$ cat src/rtl/neo_zmc2_pkg.sv
// Shared widths and types for the NEO_ZMC2 sprite pixel serializer.
// Optional DOTA/DOTB generation is enabled by defining NEO_ZMC2_DOT_EN.
package neo_zmc2_pkg;

    localparam int PLANE_W     = 8;
    localparam int PLANES      = 4;
    localparam int PIX_W       = 4;
    localparam int PIX_PER_CLK = 2;

    typedef logic [PLANE_W-1:0]      plane_t;
    typedef plane_t [PLANES-1:0]     plane_arr_t;
    typedef logic [PIX_W-1:0]        pix_t;

    // One shift step moves each plane by one clock's worth of pixels.
    function automatic plane_t plane_shift(input plane_t v, input logic flip);
        plane_t r;
        if (flip) r = {v[PLANE_W-PIX_PER_CLK-1:0], {PIX_PER_CLK{1'b0}}};
        else      r = {{PIX_PER_CLK{1'b0}}, v[PLANE_W-1:PIX_PER_CLK]};
        return r;
    endfunction

endpackage

$ cat src/rtl/neo_zmc2_plane.sv
// One bit-plane of the serializer: 8-bit load / bidirectional 2-bit shifter
// with the pixel A/B taps selected by the flip direction.
module neo_zmc2_plane
    import neo_zmc2_pkg::*;
(
    input  logic   clk,
    input  logic   rst_n,
    input  logic   load,
    input  logic   h,
    input  plane_t cr_plane,
    output logic   tap_a,
    output logic   tap_b
);

    plane_t sr_q;
    plane_t sr_d;

    always_comb begin
        sr_d = sr_q;
        if (load) sr_d = cr_plane;
        else      sr_d = plane_shift(sr_q, h);
    end

    always_ff @(posedge clk or negedge rst_n) begin
        if (!rst_n) sr_q <= '0;
        else        sr_q <= sr_d;
    end

    // Taps follow H combinationally so a mid-word flip is visible at once.
    always_comb begin
        tap_a = h ? sr_q[PLANE_W-1] : sr_q[0];
        tap_b = h ? sr_q[PLANE_W-2] : sr_q[1];
    end

endmodule

$ cat src/rtl/neo_zmc2.sv
// NEO_ZMC2 top: four plane shifters emitting two 4-bit pixels per clock.
// Define NEO_ZMC2_DOT_EN to generate DOTA/DOTB; otherwise they are tied low.
module neo_zmc2
    import neo_zmc2_pkg::*;
(
    input  logic        CLK_12M,
    input  logic        nRESET,
    input  logic        EVEN,
    input  logic        LOAD,
    input  logic        H,
    input  logic [31:0] CR,
    output logic [3:0]  GAD,
    output logic [3:0]  GBD,
    output logic        DOTA,
    output logic        DOTB
);

    plane_arr_t cr_planes;
    pix_t       pix_a;
    pix_t       pix_b;

    assign cr_planes = CR;

    for (genvar i = 0; i < PLANES; i++) begin : g_plane
        neo_zmc2_plane u_plane (
            .clk      (CLK_12M),
            .rst_n    (nRESET),
            .load     (LOAD),
            .h        (H),
            .cr_plane (cr_planes[i]),
            .tap_a    (pix_a[i]),
            .tap_b    (pix_b[i])
        );
    end

    always_comb begin
        GAD = EVEN ? pix_a : pix_b;
        GBD = EVEN ? pix_b : pix_a;
    end

`ifdef NEO_ZMC2_DOT_EN
    assign DOTA = |GAD;
    assign DOTB = |GBD;
`else
    assign DOTA = 1'b0;
    assign DOTB = 1'b0;
`endif

endmodule

$ cat config.mk
export PLATFORM = sky130hd
export DESIGN_NAME = neo_zmc2
export DESIGN_NICKNAME = d
export VERILOG_FILES = /design/src/rtl/neo_zmc2_pkg.sv /design/src/rtl/neo_zmc2_plane.sv /design/src/rtl/neo_zmc2.sv
export SDC_FILE = /design/constraint.sdc
export NUM_CORES = 1
export LEC_CHECK = 0
export ABC_AREA = 0
export BUFFER_PORTS_ARGS = -buffer_cell sky130_fd_sc_hd__buf_2
export CAP_MARGIN = 40
export CORE_ASPECT_RATIO = 0.75
export CORE_UTILIZATION = 54
export DETAILED_ROUTE_END_ITERATION = 6
export MAX_ROUTING_LAYER = met4
export PLACE_DENSITY_LB_ADDON = 0.3
export SYNTH_ARGS = -nofsm -noshare
export SYNTH_HDL_FRONTEND = slang
export SYNTH_SLANG_ARGS = --single-unit
$ cat constraint.sdc
create_clock -name CLK_12M -period 2.35 [get_ports CLK_12M]
set_clock_uncertainty 0.05 [all_clocks]
set_input_delay 0 -clock CLK_12M [delete_from_list [all_inputs] [get_ports CLK_12M]]
set_output_delay 0 -clock CLK_12M [all_outputs]
set_load 0.005 [all_outputs]
==> results of run 1 <==
-- path summary, 6_finish.rpt --
path / end / cells past startpoint / slack (ns) / startpoint
min reg2reg: g_plane[2].u_plane.sr_q[0] / 1 / 0.44 / g_plane[2].u_plane.sr_q[2]
max in group asynchronous: g_plane[0].u_plane.sr_q[2] / 2 / 1.56 / nRESET
max: GBD[1] / 2 / 1.01 / g_plane[1].u_plane.sr_q[6]
max reg2reg: g_plane[1].u_plane.sr_q[4] / 2 / 1.50 / g_plane[1].u_plane.sr_q[2]
min in group asynchronous: g_plane[3].u_plane.sr_q[1] / 2 / 0.25 / nRESET
min: g_plane[1].u_plane.sr_q[5] / 3 / 0.12 / LOAD
-- cell families (layout without fill, tap and decap cells) --
family / Yosys count / in the layout / share of synthesized area (%)
compound gates: 32 / 32 / 14.05
flops: 32 / 32 / 51.99
mux: 24 / 24 / 22.10
simple gates: 20 / 20 / 5.199
buf+inv: 13 / 86 / 6.417
other cells: 1 / 2 / 0.2435
-- metrics by stage --
stage / std cells / total power [mW]
after detailed placement: 191 / 0.8289
after CTS: 232 / 1.295
after floorplan: 123 / 0.7585
after global placement: 191 / 0.8196
after global routing: 232 / 1.357
final: 232 / 1.290
-- cells in the mapped netlist (all sizes together) --
library cell  number  area [um2]
buf               13       98.84
conb               1       3.750
dfrtp             32       800.8
a22o              15       131.4
o21ai             17       85.08
mux2i             16       160.2
nor2b              1       6.260
mux4               8       180.2
nor2               1       6.260
nand2             18       67.56
-- cell type report --
class | instances | area share [%]
flip-flops and latches | 32 | 37.45
multi-input cells | 78 | 30.13
repair buffers | 78 | 26.10
clock buffers | 8 | 4.213
well taps | 36 | 2.106
-- report_power, final --
part / leakage (nW) / switching, mW / internal (mW) / total (mW)
Clock: 0.0455 / 0.187 / 0.239 / 0.425
Sequential: 0.397 / 0.0335 / 0.600 / 0.633
Combinational: 0.591 / 0.0952 / 0.136 / 0.232
-- layer usage --
metal / part of all wire [%] / vias to the layer above
li1: - / 591
met1: 44 / 602
met2: 49 / 44
met3: 5.9 / 2
met4: 0.81 / 0
met5: 0 / -
-- worst register-to-register path: stages, from the launching register on --
cell and delay (ns):
dfrtp_1 0.39, mux2i_1 0.20, o21ai_1 0.08
==> qor.yml, run 1 <==
synthDistinctLibCells: 14
largest_reg_flops: 32
hp-class: "primary input to flop"
crit_family: "multiplexers"
status: "finished, final reports clean"
layout_setup_ws_ns: 1.009
grt_use_met1_pct: 32.56
syn_area_um2: 1540
grt_pass1_vias: 1133
syn_to_final_growth_pct: 38.83
grt-busiest-layer: "met2"
cts_buffer_depth: 2
via_per_inst: 5.341
dr.pass1.iters: 4
cp.required_ns: 2.30
clock-sinks: 32
slew_headroom_pct: 53.82
post_cts_buffers: 0
power_density_nw_per_um2: 603.3
regArea_um2: 800.8
place_congestion: 0.8163
drtIter0Drc: 72
finalSetupViolations: 0
synth_area_per_cell_um2: 12.62
drc_errors: 0
fin_crit_ns: 1.341
clock.fmax_mhz: 745.8
post-dp-hpwl_um: 2107
timing_worst_setup_path_type: "flop to primary output"
dieHeight_um: 48.25
final_cell_mix: "buf_2, dlygate4sd3_1, dfrtp_1"
hold_slack_ns: 0.1246
use_met2_pct: 39.79
die-area_um2: 3072
die_x_um: 63.67
design_area_um2: 2138
grt.total_usage_pct: 25.52
path_clk_slew_ns: 0.06
coreArea_um2: 2663
core.rowCount: 16
routed_wl_um: 3436
dpl_cell_area_um2: 1718
place_ws_ns: 0.9386
hold_buffers: 33
grt_pass1_wl_um: 5319
top_regs: "g_plane.u_plane.sr_q: 32 flops"
wire_per_inst_um: 14.81
ys_warn_count: 0
cpMaxStageDelayCell: "mux4_2"
startpoint_type: "flop"
cp_num_buf_inv: 1
io_buffers: 44
path_cells: "mux4_2 -> buf_2"
met3_usage_pct: 7.477
grt_overflow: 0
seq_area_frac_synth_pct: 51.99
slowest_delay_ns: 0.48
cts_resized: 0
final_util_pct: 80.31
cts_tree: "yes"
grt_setup_unrepaired: "false"
grt_antenna_before_repair: 0
fill_cells: 160
grt_max_degree: 33
finalHoldViolCount: 0
multiInputGateArea_um2: 644.4
initial_core_util_pct: 57.85
tightestPinTransition_ns: 0.6927
cts-root-buf: "clkbuf_8"
irDropWorstVdd_mv: 0.4890
h-tree-depth: 2
cap_violations: 0
finalSetupTns_ns: 0
regMostFlops: "g_plane.u_plane.sr_q"
clk_latency_ns: 0.27
cp_max_fo: 3
ant_nets: 0
insertedDiodeCount: 0
p_leak_nw: 1.033
syn_inst: 122
cp-end-kind: "primary output"
io_pins: 47
final_common_cell: "buf_2"
arrival_ns: 1.29
num_vias: 1239
drv_slew: 0
cts_made_buffers: 5
drive_gt1_share_pct: 30.61
synth_seq_cells: 32
fin_crit_sh_pct: 57.06
nets: 232
(Power assumes the default switching activity.)
==> run 2, diff against run 1 <==
--- a/config.mk
+++ b/config.mk
@@ -5,11 +5,11 @@
 export SDC_FILE = /design/constraint.sdc
 export NUM_CORES = 1
 export LEC_CHECK = 0
-export ABC_AREA = 0
+export ABC_AREA = 1
 export BUFFER_PORTS_ARGS = -buffer_cell sky130_fd_sc_hd__buf_2
 export CAP_MARGIN = 40
 export CORE_ASPECT_RATIO = 0.75
-export CORE_UTILIZATION = 54
+export CORE_UTILIZATION = 51
 export DETAILED_ROUTE_END_ITERATION = 6
 export MAX_ROUTING_LAYER = met4
 export PLACE_DENSITY_LB_ADDON = 0.3
==> constraint.sdc (replaced) <==
create_clock -name CLK_12M -period 1.4 [get_ports CLK_12M]
set_clock_uncertainty 0.05 [all_clocks]
set_input_delay 0 -clock CLK_12M [delete_from_list [all_inputs] [get_ports CLK_12M]]
set_output_delay 0 -clock CLK_12M [all_outputs]
set_load 0.005 [all_outputs]
==> run 2 against run 1 <==
Sequential power increased by 66%. Combinational power rose by 71%. Sequential share of layout area decreased by 1.9 points. First-iteration DRC count increased by 64%. Hold slack lost 0.051 ns. Utilization fell by 5.8 points. Clock-buffer cell count stayed put. Flip-flop and latch count unchanged. Critical endpoint is now GBD[0]. Setup slack worse by 0.74 ns. Critical path depth up 3. Die area rose by 14%. Global-route usage up 0.89 points.
==> qor.yml, run 2 <==
status: "finished, final reports clean"
yosysMostFrequentCell: "nand2_1"
grt_overflow: 0  # unchanged
p_leak_nw: 1.240  # +20%
initial_core_util_pct: 55.14  # -2.7 points
grt_max_degree: 33  # unchanged
cts_made_buffers: 5  # unchanged
netlist.top_cell.by_area: "dfrtp_1"
finalHoldViolCount: 0  # unchanged
final_util_pct: 74.52  # -5.8 points
hp-class: "primary input to flop"
cp-end-kind: "primary output"
combPwrFrac_pct: 18.2  # +0.2 points
intPower_mw: 1.597  # +64%
h-tree-depth: 2  # unchanged
switchingPower_mw: 0.5764  # +83%
drv_slew: 0  # unchanged
die-area_um2: 3500  # +14%
clock-sinks: 32  # unchanged
pwr-share-clk_pct: 33.6  # +0.6 points
power.total_mw: 2.173  # +68%
synth_area_per_cell_um2: 7.570  # -40%
cts_tree: "yes"
synth_seq_cells: 32  # unchanged
clock.fmax_mhz: 887.1
ant_nets: 0  # unchanged
cts_resized: 0  # unchanged
wire_per_inst_um: 11.33  # -24%
fin_crit_sh_pct: 80.52
cap_violations: 0  # unchanged
core.rowCount: 17  # +1
ys_warn_count: 0  # unchanged
grt_pass1_vias: 1482  # +31%
final_cell_mix: "nand2_1, nand3_1, buf_2"
grt_antenna_before_repair: 0  # unchanged
insertedDiodeCount: 0  # unchanged
synth_commonest_cells: "nand2_1, nand3_1, dfrtp_1"
path_clk_slew_ns: 0.06  # about the same
dieHeight_um: 51.49  # +6.7%
largest_reg_flops: 32  # unchanged
seq_area_frac_synth_pct: 48.08  # -3.9 points
syn_to_final_growth_pct: 35.16
fin_cells: 332  # +43%
nets: 330  # +42%
drc_errors: 0  # unchanged
irDropWorstVdd_mv: 0.7022  # +44%
via_per_inst: 4.765  # -11%
grt_setup_unrepaired: "false"
timing_worst_setup_path_type: "flop to primary output"
fill_cells: 254  # +59%
arrival_ns: 1.08  # -0.21 ns
async_flop_share_pct: 100.0  # unchanged
sw_frac_of_total_pct: 26.52  # +2.1 points
synth_ff_type: "dfrtp_1"
grt.total_usage_pct: 26.42  # +0.89 points
startpoint_type: "flop"
drtIter0Drc: 118  # +64%
cts-root-buf: "clkbuf_8"
synth_edf_count: 0  # unchanged
cts_buffer_depth: 2  # unchanged
finalSetupViolations: 0  # unchanged
drive_gt1_share_pct: 18.71  # -12 points
die_x_um: 67.99  # +6.8%
place_congestion: 0.8161  # about the same
top_regs: "g_plane.u_plane.sr_q: 32 flops"
synthDistinctLibCells: 10  # -4
pwr-share-seq_pct: 48.2  # -0.9 points
post-dp-hpwl_um: 2360  # +12%
routed_wl_um: 3760  # +9.4%
cp_max_fo: 2  # -1
clk_latency_ns: 0.29  # +0.02 ns
fin_crit_ns: 1.127
dr.pass1.iters: 4  # unchanged
num_vias: 1582  # +28%
coreArea_um2: 3020  # +13%
regMostFlops: "g_plane.u_plane.sr_q"
power_density_nw_per_um2: 965.6  # +60%
io_buffers: 44  # unchanged
io_pins: 47  # unchanged
yosys-top-cells-area: "dfrtp_1, nand2_1, nand3_1"
syn_inst: 220  # +80%
finalSetupTns_ns: 0  # unchanged
synth_top_area_share_pct: 48.08  # -3.9 points
final_common_cell: "nand2_1"
cp.required_ns: 1.35  # -0.95 ns
dp.cells: 291  # +52%
grt_pass1_wl_um: 6306  # +19%
syn_area_um2: 1665  # +8.1%
-- run 2: changes by cell type in the layout (fill, tap and decap cells not counted), sizes merged, moves of 15 or more --
cell / delta
a22o: -15
inv: +19
mux2i: -16
nand2: +78
nand3: +56
o21ai: -17
-- run 2: routing by layer --
layer  global-route usage, %  vias up  wire length (um)
li1                        -      832                 -
met1                   32.33      694              1801
met2                   39.38       52              1673
met3                   9.375        4               252
met4                   11.11        0                33
met5                       -        -                 0
-- run 2: cells by family (layout without fill, tap and decap cells) --
logic type | after synthesis | count (layout) | synth area share (%)
other | 1 | 2 | 0.2252
buffers and inverters | 34 | 107 | 12.02
and+or+nand+nor | 153 | 153 | 39.67
DFF | 32 | 32 | 48.08
-- run 2: layout make-up --
cell class | count | area, um2 | area share [%]
sequential | 32 | 800.8 | 35.58
tap | 38 | 47.55 | 2.112
multi-input combinational | 155 | 668.1 | 29.68
clock buffer | 8 | 90.09 | 4.002
timing repair buffer | 80 | 573.1 | 25.46
inverter | 19 | 71.32 | 3.168
-- run 2: timing repair --
item / 4_1_cts / 5_1_grt
hold buffers: 33 / 0
buffers inserted: 0 / 0
hold endpoints to repair: 64 / 0
-- run 2: final timing paths --
path	cells past startpoint	slack, ns	startpoint	to
setup / recovery	5	0.27	g_plane[0].u_plane.sr_q[7]	GBD[0]
hold / removal	3	0.07	LOAD	g_plane[1].u_plane.sr_q[6]
setup reg to reg	2	0.67	g_plane[3].u_plane.sr_q[1]	g_plane[3].u_plane.sr_q[3]
hold reg to reg	2	0.42	g_plane[0].u_plane.sr_q[2]	g_plane[0].u_plane.sr_q[0]
max in group asynchronous	3	0.80	nRESET	g_plane[0].u_plane.sr_q[0]
min in group asynchronous	3	0.21	nRESET	g_plane[3].u_plane.sr_q[2]
-- run 2: through the flow --
stage	hold WS, ns	setup slack (ns)	instance area (um2)
global placement	-0.009960	0.3626	1831
detailed placement	-0.005056	0.3602	1831
floorplan	-0.3456	0.7405	1669
CTS	0.07427	0.2534	2251
finish	0.07391	0.2727	2251
global route	0.1073	0.1941	2251
-- run 2: power groups by stage --
stage | combinational (mW) | clock [mW] | sequential, mW
floorplan | 0.223 | 0 | 1.05
global placement | 0.321 | 0 | 1.06
detailed placement | 0.325 | 0 | 1.06
CTS | 0.395 | 0.748 | 1.05
global route | 0.451 | 0.806 | 1.06
finish | 0.396 | 0.729 | 1.05
-- run 2: worst max-delay path: stages (launching register included) --
cell and delay [ns]:
dfrtp_1 0.39, inv_1 0.06, nand2_1 0.06, nand3_1 0.11, nand2_1 0.06, buf_2 0.12
